==> src/rtl/data_bus_adapter.sv <==
// Bridges one load/store access at a time onto a valid/ready command bus with an
// ack response, holding the pipeline until the access completes or times out.
module data_bus_adapter #(
  parameter int TIMEOUT_CYCLES = 256,
  parameter int TIMEOUT_EN     = 1
) (
  input  logic        clk,
  input  logic        rst_n,
  input  logic        req_read,
  input  logic        req_write,
  input  logic [29:0] req_addr,
  input  logic [3:0]  req_mask,
  input  logic [31:0] req_wdata,
  output logic        req_stall,
  output logic        rsp_valid,
  output logic        rsp_error,
  output logic [31:0] rsp_rdata,
  output logic        bus_valid,
  input  logic        bus_ready,
  output logic        bus_we,
  output logic [29:0] bus_addr,
  output logic [3:0]  bus_be,
  output logic [31:0] bus_wdata,
  input  logic        bus_ack,
  input  logic        bus_err,
  input  logic [31:0] bus_rdata
);

  localparam int CW = $clog2(TIMEOUT_CYCLES) + 1;

  typedef enum logic [1:0] {IDLE, CMD, WAIT, DONE} state_e;

  state_e        state_q;
  logic [CW-1:0] cnt_q;
  logic          bus_valid_q, bus_we_q, rsp_valid_q, rsp_error_q;
  logic [29:0]   addr_q;
  logic [3:0]    be_q;
  logic [31:0]   wdata_q, rdata_q;
  logic          timeout_hit;

  assign timeout_hit = (TIMEOUT_EN != 0) && (cnt_q >= CW'(TIMEOUT_CYCLES - 1));

  // Stall rises combinationally with the request so the controller holds it that cycle.
  always_comb begin
    req_stall = 1'b0;
    case (state_q)
      IDLE:      req_stall = req_read | req_write;
      CMD, WAIT: req_stall = 1'b1;
      default:   req_stall = 1'b0;
    endcase
  end

  always_ff @(posedge clk or negedge rst_n) begin
    if (!rst_n) begin
      state_q     <= IDLE;
      cnt_q       <= '0;
      bus_valid_q <= 1'b0;
      bus_we_q    <= 1'b0;
      rsp_valid_q <= 1'b0;
      rsp_error_q <= 1'b0;
      addr_q      <= '0;
      be_q        <= '0;
      wdata_q     <= '0;
      rdata_q     <= '0;
    end else begin
      rsp_valid_q <= 1'b0;
      rsp_error_q <= 1'b0;
      case (state_q)
        IDLE: begin
          if (req_read && req_write) begin
            state_q     <= DONE;
            rsp_valid_q <= 1'b1;
            rsp_error_q <= 1'b1;
          end else if (req_write && req_mask == 4'b0000) begin
            // empty-mask store completes silently without touching the bus
            state_q     <= DONE;
            rsp_valid_q <= 1'b1;
          end else if (req_read || req_write) begin
            state_q     <= CMD;
            cnt_q       <= '0;
            bus_valid_q <= 1'b1;
            bus_we_q    <= req_write;
            addr_q      <= req_addr;
            be_q        <= req_write ? req_mask : 4'b1111;
            wdata_q     <= req_wdata;
          end
        end
        CMD: begin
          cnt_q <= cnt_q + CW'(1);
          if (bus_ready) begin
            state_q     <= WAIT;
            bus_valid_q <= 1'b0;
          end else if (timeout_hit) begin
            state_q     <= DONE;
            bus_valid_q <= 1'b0;
            rsp_valid_q <= 1'b1;
            rsp_error_q <= 1'b1;
          end
        end
        WAIT: begin
          cnt_q <= cnt_q + CW'(1);
          if (bus_ack) begin
            state_q     <= DONE;
            rsp_valid_q <= 1'b1;
            rsp_error_q <= bus_err;
            if (!bus_we_q && !bus_err) rdata_q <= bus_rdata;
          end else if (timeout_hit) begin
            state_q     <= DONE;
            rsp_valid_q <= 1'b1;
            rsp_error_q <= 1'b1;
          end
        end
        default: state_q <= IDLE;
      endcase
    end
  end

  assign rsp_valid = rsp_valid_q;
  assign rsp_error = rsp_error_q;
  assign rsp_rdata = rdata_q;
  assign bus_valid = bus_valid_q;
  assign bus_we    = bus_we_q;
  assign bus_addr  = addr_q;
  assign bus_be    = be_q;
  assign bus_wdata = wdata_q;

endmodule

==> config.mk <==
export PLATFORM = sky130hd
export DESIGN_NAME = data_bus_adapter
export DESIGN_NICKNAME = d
export VERILOG_FILES = /design/src/rtl/data_bus_adapter.sv
export SDC_FILE = /design/constraint.sdc
export NUM_CORES = 1
export LEC_CHECK = 0
export CAP_MARGIN = 20
export CORE_MARGIN = 2
export CORE_UTILIZATION = 35
export CTS_CLUSTER_DIAMETER = 100
export DETAILED_ROUTE_END_ITERATION = 6
export PLACE_DENSITY = 0.69
export SYNTH_ARGS = -nofsm -noshare
export SYNTH_HDL_FRONTEND = slang
export SYNTH_SLANG_ARGS = --single-unit
==> constraint.sdc <==
create_clock -name clk -period 5.8 [get_ports clk]
set_input_delay 1.16 -clock clk [delete_from_list [all_inputs] [get_ports clk]]
set_output_delay 1.16 -clock clk [all_outputs]
set_load 0.01 [all_outputs]
* After elaboration in Yosys (flattened, before gate mapping)
Cells that the tools add are included.
Operators by class: reduce and logical (&&, ||, !) cells 15, equal/unequal tests 7, add/sub/neg operators 1, mux-type cells 28, order comparisons 1, bitwise gates (word level) 3
Operators by type and width (count):
- 9-bit 2-to-1 mux | 3
- 9-bit case mux with 2 select lines | 1
- 1-bit 2-to-1 mux | 12
- 2-bit 2-to-1 mux | 6
- 9-bit by 1-bit adder with 9-bit output, second input constant | 1
- 9-bit by 8-bit >= comparator with 1-bit output, second input constant | 1
- 4-bit AND reduction | 2
- 2-bit inequality test, second input constant | 3
- 1-bit case mux with 3 select lines | 2
- 2-bit case mux with 3 select lines | 1
- 5-bit AND reduction | 1
- 4-bit zero test | 1
- 4-bit 2-to-1 mux | 1
- 4-bit inequality test, second input constant | 1
- 1-bit case mux with 2 select lines | 2
- 2-bit nonzero test | 2
- 1-bit logical AND | 3
- 3-bit inequality test, second input constant | 1
- 3-bit AND reduction | 1
- 2-bit by 1-bit equality test with 1-bit output, second input constant | 1
- 2-bit equality test, second input constant | 1
- 1-bit zero test | 2
- 2-bit zero test | 1
- 1-bit inverter | 2
- other kinds (3) | 3
Word-level totals: flip-flop bits (word level) 113, word-level logic and storage cells 65, output and inout port bits 103

* Depth between registers and ports, before layout
depth in word-level cells 5, gate-level depth with buffers 9, gate-level depth less buffers 9

* Least setup slack after synthesis
Ideal clock, no wire load.
path kind input to output, start input port req_write, end output port req_stall, arrival 1730 ps, buffers on the path 1, path slack 2910 ps, stages on the path 3, path through clkbuf_1 > o21ai_0 > a21oi_1
Between the ends: word-level cells in the longest chain between the ends 2
RTL lines:
- from (decl) | line 10 | input logic req_write,
- 1-bit OR | line 47 | IDLE: req_stall = req_read | req_write;
- 1-bit case mux with 2 select lines | line 46 | case (state_q)
- to (decl) | line 14 | output logic req_stall,
No other way between the ends.

* Final worst setup path
Ends and elaborated chain as after synthesis.

==> impl_metrics.prom <==
# TYPE chip_impl_metric gauge
chip_impl_metric{name="groute.usage.overall",unit=""} 0.165
chip_impl_metric{name="fillerInstances",unit=""} 1089
chip_impl_info{name="timing.critical_path.to_type",value="primary output"} 1
chip_impl_metric{name="maxSlewViolCount",unit=""} 0
chip_impl_metric{name="max_cap_check_violation_count",unit=""} 0
chip_impl_metric{name="floorplan.die_area",unit="um^2"} 14400
chip_impl_metric{name="fin_nets",unit=""} 664
chip_impl_metric{name="buffer_ports.inserted",unit=""} 207
chip_impl_metric{name="syn_inst",unit=""} 340
chip_impl_metric{name="antenna_cells_inserted",unit=""} 0
chip_impl_info{name="result_of_the_run",value="finished, final reports clean"} 1
chip_impl_metric{name="route.detailed.wl_per_inst",unit="um"} 15.5
chip_impl_info{name="holdCritPathClass",value="register to register"} 1
chip_impl_metric{name="routed_wirelength",unit="mm"} 11.5
chip_impl_metric{name="synth-async-reset-ratio",unit=""} 1.00
chip_impl_metric{name="p_int",unit="W"} 0.00285
chip_impl_metric{name="floorplan.rows",unit=""} 42
chip_impl_metric{name="clk_pin_slew_worst_paths",unit="ns"} 0.05
chip_impl_info{name="yosys-top-cells-area",value="sky130_fd_sc_hd__dfrtp_1, sky130_fd_sc_hd__mux2_2, sky130_fd_sc_hd__nand2_1, sky130_fd_sc_hd__ha_1, sky130_fd_sc_hd__a21oi_1"} 1
chip_impl_metric{name="final_core_occ",unit=""} 0.568
chip_impl_metric{name="grt.overflow.total",unit=""} 0
chip_impl_metric{name="synth_enable_flop_cells",unit=""} 0
chip_impl_info{name="rsz0062_at_grt",value="no"} 1
chip_impl_metric{name="final-hold-violation-count",unit=""} 0
chip_impl_info{name="cts_root_buffer",value="sky130_fd_sc_hd__clkbuf_16"} 1
chip_impl_metric{name="power_switching",unit="W"} 0.00119
chip_impl_metric{name="cp_max_fo",unit=""} 14
chip_impl_metric{name="floorplan.die.height",unit="um"} 120
chip_impl_metric{name="dpl.cell_count",unit=""} 710
chip_impl_metric{name="syn-cell-area",unit="um^2"} 4700
chip_impl_metric{name="logic_gate_share_of_total_power",unit=""} 0.426
chip_impl_metric{name="avgSynthCellArea",unit="um^2"} 13.8
chip_impl_metric{name="post-route-drc-count",unit=""} 0
chip_impl_metric{name="cp.arrival",unit="ns"} 2.80
chip_impl_metric{name="insertion_delay",unit="ns"} 0.40
chip_impl_metric{name="tightestPinTransition",unit="ns"} 0.772
chip_impl_metric{name="cp.required",unit="ns"} 4.64
chip_impl_metric{name="slew_headroom",unit=""} 0.485
chip_impl_metric{name="synth_sequential_area_ratio",unit=""} 0.602
chip_impl_metric{name="grt_start_max_net_pins",unit=""} 64
chip_impl_metric{name="instances_no_fill",unit=""} 741
chip_impl_info{name="synthDominantAreaCellType",value="sky130_fd_sc_hd__dfrtp_1"} 1
chip_impl_metric{name="number_of_vias_after_detailed_routing",unit=""} 3459
chip_impl_metric{name="grt_pass1_wl",unit="mm"} 18.3
chip_impl_info{name="critPathKind",value="input pin to primary output"} 1
chip_impl_metric{name="yosysUniqueCellTypes",unit=""} 38
chip_impl_metric{name="post_cts.resized_instances",unit=""} 0
chip_impl_info{name="critPathLaunchType",value="input pin"} 1
chip_impl_metric{name="htree_num_levels",unit=""} 4
chip_impl_metric{name="tns",unit="ns"} 0
chip_impl_metric{name="initial_core_util",unit=""} 0.356
chip_impl_metric{name="static-leakage-power",unit="nW"} 3.12
chip_impl_metric{name="clock_power_share",unit=""} 0.238
chip_impl_metric{name="number_of_drc_markers_after_the_initial_detailed_route_iteration",unit=""} 122
chip_impl_metric{name="holdBufCountCts",unit=""} 0
chip_impl_metric{name="drtAntennaViolNets",unit=""} 0
chip_impl_metric{name="boundaryPins",unit=""} 208
chip_impl_metric{name="gp_routability_congestion",unit=""} 0.725
chip_impl_metric{name="maximum_clock_skew_at_final_layout",unit="ns"} 0.00637
chip_impl_metric{name="detailedPlacementHpwl",unit="mm"} 8.32
chip_impl_metric{name="share_of_post_route_cells_with_drive_strength_above_1",unit=""} 0.225
chip_impl_metric{name="cts_sinks",unit=""} 113
chip_impl_metric{name="share_seq_of_total_power",unit=""} 0.336
chip_impl_metric{name="via_count_of_the_first_global_routing_pass",unit=""} 3603
chip_impl_metric{name="switching_share",unit=""} 0.295
chip_impl_metric{name="numCtsBuffers",unit=""} 17
chip_impl_metric{name="ys_seq_elements",unit=""} 113
chip_impl_metric{name="ir_drop",unit="mV"} 0.262
chip_impl_metric{name="syn_to_final_growth",unit="%"} 59.4
chip_impl_metric{name="cts_post_setup_buffers_inserted",unit=""} 0
chip_impl_metric{name="setup_viol_count_final",unit=""} 0
chip_impl_metric{name="net_count_after_synthesis",unit=""} 451
chip_impl_info{name="clock_tree_from_tritoncts",value="built"} 1
chip_impl_metric{name="fin_worst_hold_slack",unit="ns"} 0.483
chip_impl_metric{name="synthesis.yosys.warnings",unit=""} 0
chip_impl_metric{name="finalCriticalPeriod",unit="ns"} 3.96
chip_impl_metric{name="grt_antenna_before_repair",unit=""} 0
chip_impl_metric{name="netlist.area_leader.share",unit=""} 0.602
chip_impl_metric{name="clock_tree.buffer_depth",unit=""} 2
chip_impl_metric{name="power.density",unit="nW/um^2"} 540
chip_impl_metric{name="fmax",unit="MHz"} 253
chip_impl_metric{name="post-route-period-util",unit=""} 0.683
chip_impl_metric{name="design.core.area",unit="um^2"} 13200
chip_impl_metric{name="chipWidth",unit="um"} 120
chip_impl_info{name="synth-main-ff-cell",value="sky130_fd_sc_hd__dfrtp_1"} 1
chip_impl_metric{name="routed_via_density",unit=""} 4.67
chip_impl_metric{name="detailedRoute.firstPassIterationCount",unit=""} 5
[per-layer routing]
metal,part of all wire,vias up,GRT usage
met5,0,-,0
met4,0.018,0,0.0684
met3,0.096,18,0.0699
met2,0.47,162,0.259
met1,0.42,1636,0.200
li1,-,1643,-
[final timing paths]
path,from,end,slack [ns],cells after the start
worst max-delay path,req_write,req_stall,1.84,4
worst min register to register,rsp_rdata[2],rsp_rdata[2],0.48,1
max in group asynchronous,rst_n,rsp_rdata[14],3.76,2
worst max register to register,state_q[1],bus_wdata[1],3.47,5
worst min-delay path,rsp_rdata[2],rsp_rdata[2],0.48,1
min in group asynchronous,rst_n,rsp_rdata[17],0.78,1
[cell type report]
cell class | count | area (um^2) | area share
clock buffers | 26 | 499 | 0.0667
clock inverters | 5 | 52.6 | 0.00702
inverters | 8 | 30.0 | 0.00401
multi-input cells | 203 | 1760 | 0.236
flip-flops and latches | 113 | 2830 | 0.378
well taps | 176 | 220 | 0.0294
repair buffers | 210 | 2090 | 0.279
[flip-flops by register name (all words and copies together), names as in the netlist]
name       flops
state_q        2
bus_addr      30
bus_be         4
bus_wdata     32
rsp_valid      1
bus_we         1
rsp_rdata     32
cnt_q          9
rsp_error      1
bus_valid      1
[stage by stage]
step	power, W	instance area, um^2	setup WS (ns)
floorplan	0.00215	4700	2.91
global placement	0.00307	6930	1.83
detailed placement	0.00312	6930	1.84
CTS	0.00410	7490	1.83
global route	0.00428	7490	1.73
finish	0.00404	7490	1.84
[Yosys cell counts (all sizes together) (4+ instances only)]
library cell  instances
nand2                23
inv                   8
o21ai                 6
ha                    6
dfrtp               113
nor3                  7
a21oi                 8
buf                  12
clkbuf                4
mux2                 96
nor2                  9
nand3                 7
nand2b                4
[cell usage in the layout (no fill, tap or decap), types with 3 or more instances in the layout]
cell type                         Yosys  final
sky130_fd_sc_hd__a21oi_1              8      8
sky130_fd_sc_hd__buf_4                3      4
sky130_fd_sc_hd__clkbuf_1             4      5
sky130_fd_sc_hd__clkbuf_16            0     17
sky130_fd_sc_hd__clkbuf_8             0      4
sky130_fd_sc_hd__clkdlybuf4s50_1      0    206
sky130_fd_sc_hd__clkinv_2             0      3
sky130_fd_sc_hd__dfrtp_1            113    113
sky130_fd_sc_hd__ha_1                 6      6
sky130_fd_sc_hd__inv_1                8      8
sky130_fd_sc_hd__mux2_1               3      3
sky130_fd_sc_hd__mux2_2              93     93
sky130_fd_sc_hd__nand2_1             23     23
sky130_fd_sc_hd__nand2b_1             4      4
sky130_fd_sc_hd__nand3_1              7      7
sky130_fd_sc_hd__nand3b_1             3      3
sky130_fd_sc_hd__nor2_1               9      9
sky130_fd_sc_hd__nor2b_1              3      3
sky130_fd_sc_hd__nor3_1               7      6
sky130_fd_sc_hd__nor3b_1              3      3
sky130_fd_sc_hd__o21ai_0              6      6
sky130_fd_sc_hd__o31ai_1              3      3
[cells by family after synthesis]
kind of cell             after synthesis  share of synthesized area
AND/OR/NAND/NOR                       67                     0.0719
buffers and inverters                 24                     0.0253
flip-flops                           113                      0.602
multiplexers                          97                      0.232
adder cells (fa/ha/maj)                6                     0.0160
AO/OA/AOI/OAI                         32                     0.0506
XOR/XNOR                               1                    0.00187
[power by group through the flow]
stage          combinational, W  sequential, W  clock [W]
2_1_floorplan          0.000618        0.00153          0
3_3_place_gp            0.00172        0.00135          0
3_5_place_dp            0.00174        0.00138          0
4_1_cts                 0.00175        0.00137   0.000990
5_1_grt                 0.00184        0.00141    0.00103
6_report                0.00172        0.00136   0.000960
[worst max-delay path, stage by stage]
cell and delay (ns):
sky130_fd_sc_hd__clkdlybuf4s50_1 0.72, sky130_fd_sc_hd__o21ai_0 0.14, sky130_fd_sc_hd__a21oi_1 0.21, sky130_fd_sc_hd__clkdlybuf4s50_1 0.57
(Power assumes the default switching activity.)
